==> src/rtl/vid_timing_pkg.sv <==
// Shared definitions for the video timing generator.
//   region_e    : raster region of one axis (active, front porch, sync, back porch)
//   vid_mode_t  : region lengths of a complete video mode
//   MODE_*      : standard mode constants (1280x1024@60 is the default mode)
//   axis_total  : sum of the four region lengths of one axis
package vid_timing_pkg;

  typedef enum logic [1:0] {
    ACTIVE,
    FP,
    SYNC,
    BP
  } region_e;

  typedef struct packed {
    int unsigned h_active;
    int unsigned h_fp;
    int unsigned h_sync;
    int unsigned h_bp;
    int unsigned v_active;
    int unsigned v_fp;
    int unsigned v_sync;
    int unsigned v_bp;
  } vid_mode_t;

  localparam vid_mode_t MODE_1280X1024_60 = '{
    h_active: 1280, h_fp: 48, h_sync: 112, h_bp: 248,
    v_active: 1024, v_fp: 1,  v_sync: 3,   v_bp: 38
  };

  localparam vid_mode_t MODE_1024X768_60 = '{
    h_active: 1024, h_fp: 24, h_sync: 136, h_bp: 160,
    v_active: 768,  v_fp: 3,  v_sync: 6,   v_bp: 29
  };

  localparam vid_mode_t MODE_640X480_60 = '{
    h_active: 640, h_fp: 16, h_sync: 96, h_bp: 48,
    v_active: 480, v_fp: 10, v_sync: 2,  v_bp: 33
  };

  function automatic int unsigned axis_total(input int unsigned active,
                                             input int unsigned fp,
                                             input int unsigned sync_len,
                                             input int unsigned bp);
    return active + fp + sync_len + bp;
  endfunction

endpackage

==> src/rtl/vid_axis_cntr.sv <==
// One raster axis: a position counter that advances on step_i and wraps
// after the last back-porch position, plus a decode of the current region.
//   clk, rst  : clock, asynchronous active-high reset
//   step_i    : advance the position by one
//   wrap_o    : step_i while at the last position (position returns to 0)
//   pos_o     : current position, 0 = first active pixel/line
//   region_o  : region containing pos_o
module vid_axis_cntr
  import vid_timing_pkg::*;
#(
  parameter int unsigned W          = 12,
  parameter int unsigned LEN_ACTIVE = 1,
  parameter int unsigned LEN_FP     = 0,
  parameter int unsigned LEN_SYNC   = 1,
  parameter int unsigned LEN_BP     = 0
) (
  input  logic         clk,
  input  logic         rst,
  input  logic         step_i,
  output logic         wrap_o,
  output logic [W-1:0] pos_o,
  output region_e      region_o
);

  localparam int unsigned TOTAL      = axis_total(LEN_ACTIVE, LEN_FP, LEN_SYNC, LEN_BP);
  localparam int unsigned SYNC_START = LEN_ACTIVE + LEN_FP;
  localparam int unsigned BP_START   = SYNC_START + LEN_SYNC;
  localparam logic [W-1:0] LAST      = W'(TOTAL - 1);

  if (LEN_ACTIVE < 1 || LEN_SYNC < 1) begin : g_len_err
    $error("vid_axis_cntr: active and sync lengths must be at least 1");
  end
  if (TOTAL > (32'd1 << W)) begin : g_width_err
    $error("vid_axis_cntr: axis total does not fit the position width");
  end

  logic [W-1:0] pos_q, pos_d;
  logic         at_last;
  int unsigned  pos_ext;

  always_comb begin
    at_last = (pos_q == LAST);
    wrap_o  = step_i && at_last;
    pos_d   = pos_q;
    if (step_i) begin
      pos_d = at_last ? '0 : pos_q + W'(1);
    end
  end

  always_ff @(posedge clk or posedge rst) begin
    if (rst) begin
      pos_q <= '0;
    end else begin
      pos_q <= pos_d;
    end
  end

  // Region boundaries are compared at 32 bits: the back-porch start may equal
  // 2**W when the back porch is empty.
  always_comb begin
    pos_ext = 32'(pos_q);
    if (pos_ext < LEN_ACTIVE) begin
      region_o = ACTIVE;
    end else if (pos_ext < SYNC_START) begin
      region_o = FP;
    end else if (pos_ext < BP_START) begin
      region_o = SYNC;
    end else begin
      region_o = BP;
    end
  end

  assign pos_o = pos_q;

endmodule

==> src/rtl/vid_timing_gen.sv <==
// Video timing generator: raster pixel-request stream plus monitor sync pins.
//   clk, reset     : pixel clock, asynchronous active-high reset
//   tg_en          : timing enable; low freezes the raster and blanks requests
//   out_req/out_de : high for each active pixel
//   out_eol/out_eof: last active pixel of a line / of the frame (only with req)
//   out_vsync      : active-high vertical sync for the pixel stream
//   vid_hsync/vid_vsync : monitor sync pins with HS_POL/VS_POL applied
//   h_pos, v_pos   : current raster position
// Flags and pins are registered from the position held before each edge, so
// they trail h_pos/v_pos by one cycle.
module vid_timing_gen
  import vid_timing_pkg::*;
#(
  parameter int unsigned H_ACTIVE = MODE_1280X1024_60.h_active,
  parameter int unsigned H_FP     = MODE_1280X1024_60.h_fp,
  parameter int unsigned H_SYNC   = MODE_1280X1024_60.h_sync,
  parameter int unsigned H_BP     = MODE_1280X1024_60.h_bp,
  parameter int unsigned V_ACTIVE = MODE_1280X1024_60.v_active,
  parameter int unsigned V_FP     = MODE_1280X1024_60.v_fp,
  parameter int unsigned V_SYNC   = MODE_1280X1024_60.v_sync,
  parameter int unsigned V_BP     = MODE_1280X1024_60.v_bp,
  parameter bit          HS_POL   = 1'b1,
  parameter bit          VS_POL   = 1'b1
) (
  input  logic        clk,
  input  logic        reset,
  input  logic        tg_en,
  output logic        out_vsync,
  output logic        out_req,
  output logic        out_eol,
  output logic        out_eof,
  output logic        out_de,
  output logic        vid_hsync,
  output logic        vid_vsync,
  output logic [11:0] h_pos,
  output logic [10:0] v_pos
);

  localparam int unsigned H_TOTAL = axis_total(H_ACTIVE, H_FP, H_SYNC, H_BP);
  localparam int unsigned V_TOTAL = axis_total(V_ACTIVE, V_FP, V_SYNC, V_BP);
  localparam logic [11:0] H_LAST_ACT = 12'(H_ACTIVE - 1);
  localparam logic [10:0] V_LAST_ACT = 11'(V_ACTIVE - 1);

  if (H_TOTAL > 4096) begin : g_h_total_err
    $error("vid_timing_gen: H_TOTAL exceeds 4096");
  end
  if (V_TOTAL > 2048) begin : g_v_total_err
    $error("vid_timing_gen: V_TOTAL exceeds 2048");
  end

  logic    h_wrap;
  region_e h_region, v_region;

  vid_axis_cntr #(
    .W(12), .LEN_ACTIVE(H_ACTIVE), .LEN_FP(H_FP), .LEN_SYNC(H_SYNC), .LEN_BP(H_BP)
  ) u_h_cntr (
    .clk(clk), .rst(reset), .step_i(tg_en),
    .wrap_o(h_wrap), .pos_o(h_pos), .region_o(h_region)
  );

  vid_axis_cntr #(
    .W(11), .LEN_ACTIVE(V_ACTIVE), .LEN_FP(V_FP), .LEN_SYNC(V_SYNC), .LEN_BP(V_BP)
  ) u_v_cntr (
    .clk(clk), .rst(reset), .step_i(h_wrap),
    .wrap_o(), .pos_o(v_pos), .region_o(v_region)
  );

  logic req_d, eol_d, eof_d, hs_act_d, vs_act_d;
  logic req_q, eol_q, eof_q, vsync_q, hs_pin_q, vs_pin_q;

  always_comb begin
    req_d    = (h_region == ACTIVE) && (v_region == ACTIVE);
    eol_d    = req_d && (h_pos == H_LAST_ACT);
    eof_d    = eol_d && (v_pos == V_LAST_ACT);
    hs_act_d = (h_region == SYNC);
    vs_act_d = (v_region == SYNC);
  end

  // While disabled the request flags are cleared but sync levels are kept,
  // so the monitor sees a frozen, still-valid sync state.
  always_ff @(posedge clk or posedge reset) begin
    if (reset) begin
      req_q    <= 1'b0;
      eol_q    <= 1'b0;
      eof_q    <= 1'b0;
      vsync_q  <= 1'b0;
      hs_pin_q <= ~HS_POL;
      vs_pin_q <= ~VS_POL;
    end else if (tg_en) begin
      req_q    <= req_d;
      eol_q    <= eol_d;
      eof_q    <= eof_d;
      vsync_q  <= vs_act_d;
      hs_pin_q <= hs_act_d ? HS_POL : ~HS_POL;
      vs_pin_q <= vs_act_d ? VS_POL : ~VS_POL;
    end else begin
      req_q <= 1'b0;
      eol_q <= 1'b0;
      eof_q <= 1'b0;
    end
  end

  assign out_req   = req_q;
  assign out_de    = req_q;
  assign out_eol   = eol_q;
  assign out_eof   = eof_q;
  assign out_vsync = vsync_q;
  assign vid_hsync = hs_pin_q;
  assign vid_vsync = vs_pin_q;

endmodule

==> config.mk <==
export PLATFORM = sky130hd
export DESIGN_NAME = vid_timing_gen
export DESIGN_NICKNAME = d
export VERILOG_FILES = /design/src/rtl/vid_timing_pkg.sv /design/src/rtl/vid_axis_cntr.sv /design/src/rtl/vid_timing_gen.sv
export SDC_FILE = /design/constraint.sdc
export NUM_CORES = 1
export LEC_CHECK = 0
export CAP_MARGIN = 20
export CORE_ASPECT_RATIO = 0.75
export CORE_MARGIN = 4
export CORE_UTILIZATION = 35
export DETAILED_ROUTE_END_ITERATION = 10
export PLACE_DENSITY = 0.65
export SLEW_MARGIN = 15
export SYNTH_ARGS = -nofsm -noshare
export SYNTH_HDL_FRONTEND = slang
export SYNTH_HIERARCHICAL = 1
export SYNTH_SLANG_ARGS = --single-unit
==> constraint.sdc <==
create_clock -name clk -period 2.6 [get_ports clk]
set_clock_uncertainty 0.1 [all_clocks]
set_input_delay 0.39 -clock clk [delete_from_list [all_inputs] [get_ports clk]]
set_output_delay 0.39 -clock clk [all_outputs]
set_load 0.01 [all_outputs]
==> run metrics <==
Mapped Area 1540 um2; DRC 0; setup violators final 0; largest cells by area after synthesis dfrtp_1 (46%), xor2_1 (5.1%), nand4_1 (4.5%); fmax approximately 410 MHz; Core ar. 4150 um2; DP Worst Slack 0.134 ns; max-slew violations 0; Cells after Synth 154; die area roughly 5500 um2; setup ws final 0.178 ns; run status finished, final reports clean; Avg Inst Size Synth 9.99 um2; grt total ovfl 0; max-cap viol count 0; FFs w/ async S/R, synth 100%; Synth top area share a little under half; FF+latch count, synth 28; Ant. Diodes 0; P&R area growth vs syn 32.8%; IO Port Bufs 32; leading area contributor after synthesis dfrtp_1; Slowest-stage cell, CP or4_4; Max VDD drop 0.294 mV; P per Cell Area 657 nW/um2; top_reg_cell synth dfrtp_1; CP delay by family, top simple AND/OR/NAND/NOR gates; All-Layer GR Usage 14.5%; Die Ht 65.4 um; R2R cell count 6; final setup TNS 0 ns; RSZ-0062 raised after global routing false; Inserted Clock Buffers 3; CTS tree done; WP data required 2.68 ns; Crit. End Element flop; Static Leak 0.853 nW; # nets final about 200; crit share post-route slightly above 90%; syn_nets 160; Die W between 80 and 90 um; worst hold path class input pin to asynchronous set/reset pin; CP Max Fanout 6; endpoints failing hold 0; WS Path Type flop to flop; DRT Pass-1 Iters 4; Slew @ Worst Pin 0.510 ns; clk buf depth 2; Avg WL per Cell 15.1 um; final critical-path required period 2.42 ns; global-route wire length before repair ~6.5 mm; Slew HR 66.0%; Final Wtd Congestion between 0.8 and 0.9; clk slew on worst S/H paths 0.10 ns; vias in the first global route about 1,300; YS warnings 6; EDFF count, synth 0; # hold bufs at CTS 0; H-tree level count 1; largest net degree at the start of global routing 17; r2r setup slk roughly 0.18 ns; crit path cell chain or4_4 > or4_4 > o31a_1 > nor4_1 > nand2_1 > nor4_1; Root Buffer clkbuf_8; Skew-Pair Late Insertion Delay between 0.2 and 0.3 ns; post-synth cell types 40; fillers 396; reg2reg start u_v_cntr/pos_o[4]; post-DP HPWL 2.85 mm; Via density 5.38; WL final 3.78 mm; DRT iter0 DRCs 145; Bufs and invs on worst path 0; Ports 33; routed vias roughly 1,300; initial antenna violation count 0; WP data arrival 2.50 ns; Final ANT Viol Nets 0; fraction of layout cells with a size suffix above 1 12.8%; starting density of the core 37.0%; worst r2r dst out_eol; Seq/Total Area, Yosys a little under half; CTS-repair resized insts 0; crit start category flop; postcts setup bufs 0; # clock sinks 28; slowest cell delay on critical path 0.56 ns; site row count 20
[final cells by class]
| class | count | area, um2 | area share, % |
|---|---|---|---|
| Tap cell | 55 | 68.8 | 3.37 |
| Sequential cell | 28 | 702 | 34.4 |
| Timing Repair Buffer | 43 | 403 | 19.7 |
| Clock inverter | 1 | 30.0 | 1.47 |
| Clock buffer | 3 | 41.3 | 2.02 |
| Multi-Input combinational cell | 111 | 764 | 37.4 |
| Inverter | 9 | 33.8 | 1.65 |
[cell usage after synthesis (2+ instances only)]
library cell / instances
a211oi_1: 2
nand3b_1: 2
a21oi_1: 6
nand3_1: 4
nor4_4: 2
and3_1: 2
nor4_1: 7
buf_2: 2
xnor2_1: 7
inv_1: 9
o31ai_1: 3
or4_1: 3
nor3_1: 4
o21ai_0: 2
nand4_1: 11
nand4b_1: 2
dfrtp_1: 28
ha_1: 3
nor2_1: 13
or4_4: 2
xor2_1: 9
buf_4: 2
nand2_1: 12
[state kept, by name, summed over array words and instances (netlist names)]
name	count
u_h_cntr/pos_o	12
u_v_cntr/pos_o	11
out_de	1
out_eof	1
out_eol	1
out_vsync	1
vid_hsync	1
[power by group]
part,internal (mW),leakage [nW],switching (mW)
combinational,0.222,0.446,0.234
clock,0.206,0.0357,0.130
sequential,0.490,0.371,0.0595
[worst max path at each step]
| stage | start | endpoint | slack (ns) | cells after the start |
|---|---|---|---|---|
| after floorplan | u_h_cntr/pos_o[1] | u_v_cntr/pos_o[10] | 0.07 | 8 |
| after global placement | tg_en | u_v_cntr/pos_o[10] | 0.16 | 6 |
| after detailed placement | tg_en | u_v_cntr/pos_o[1] | 0.13 | 6 |
| after CTS | u_v_cntr/pos_o[4] | out_eol | 0.18 | 6 |
| after global routing | u_v_cntr/pos_o[4] | out_eol | 0.04 | 6 |
| final | u_v_cntr/pos_o[4] | out_eol | 0.18 | 6 |
[logic make-up (layout without fill, tap and decap cells)]
| family | after synthesis | after routing | share of synthesized area, % |
|---|---|---|---|
| flip-flops | 28 | 28 | 45.5 |
| buffers and inverters | 15 | 56 | 4.80 |
| XOR/XNOR | 16 | 16 | 9.11 |
| AO/OA/AOI/OAI | 19 | 19 | 8.05 |
| multiplexers | 1 | 1 | 0.650 |
| AND/OR/NAND/NOR | 72 | 72 | 29.4 |
| adder cells (fa/ha/maj) | 3 | 3 | 2.44 |
[worst reg2reg max path, cell delays in order, from the launching register on]
cell     delay, ns
dfrtp_1       0.45
or4_4         0.56
or4_4         0.44
o31a_1        0.28
nor4_1        0.18
nand2_1       0.10
nor4_1        0.23
[cells in the final DEF (no fill, tap or decap), drive strengths merged]
cell / synthesis / layout
mux2i: 1 / 1
a211oi: 2 / 2
o21ai: 2 / 2
or2: 1 / 1
o31ai: 3 / 3
xnor2: 7 / 7
xor2: 9 / 9
o21a: 1 / 1
ha: 3 / 3
clkbuf: 1 / 3
nor2: 13 / 13
or4: 5 / 5
clkdlybuf4s50: 0 / 32
or3b: 3 / 3
nor4: 9 / 9
and4: 1 / 1
o22ai: 1 / 1
nor3: 4 / 4
nand4b: 2 / 2
or4b: 1 / 1
inv: 9 / 9
and3: 2 / 2
bufinv: 0 / 1
o31a: 1 / 1
or3: 1 / 1
dfrtp: 28 / 28
a211o: 1 / 1
a21oi: 6 / 6
buf: 5 / 11
a31oi: 1 / 1
nand3: 4 / 4
o2111ai: 1 / 1
nand3b: 2 / 2
nand2: 12 / 12
nand4: 12 / 12
[layer usage]
| layer | track usage (%) | routed length (um) | vias up |
|---|---|---|---|
| li1 | - | - | 644 |
| met1 | 20.7 | 1790 | 647 |
| met2 | 23.3 | 1770 | 53 |
| met3 | 2.76 | 195 | 2 |
| met4 | 2.37 | 27 | 0 |
| met5 | 0 | 0 | - |
[metrics by stage]
step / area (um2) / instances / total power [mW] / util [%] / hold WS, ns
2_1_floorplan: 1540 / 154 / 0.795 / - / 0.0685
3_3_place_gp: 1970 / 246 / 1.01 / 47.5 / 0.424
3_5_place_dp: 1970 / 246 / 1.02 / 47.5 / 0.445
4_1_cts: 2040 / 250 / 1.36 / 49.2 / 0.255
5_1_grt: 2040 / 250 / 1.42 / 49.2 / 0.281
6_report: 2040 / 250 / 1.34 / 49.2 / 0.261
No activity file was read; power rests on OpenSTA's default activity.
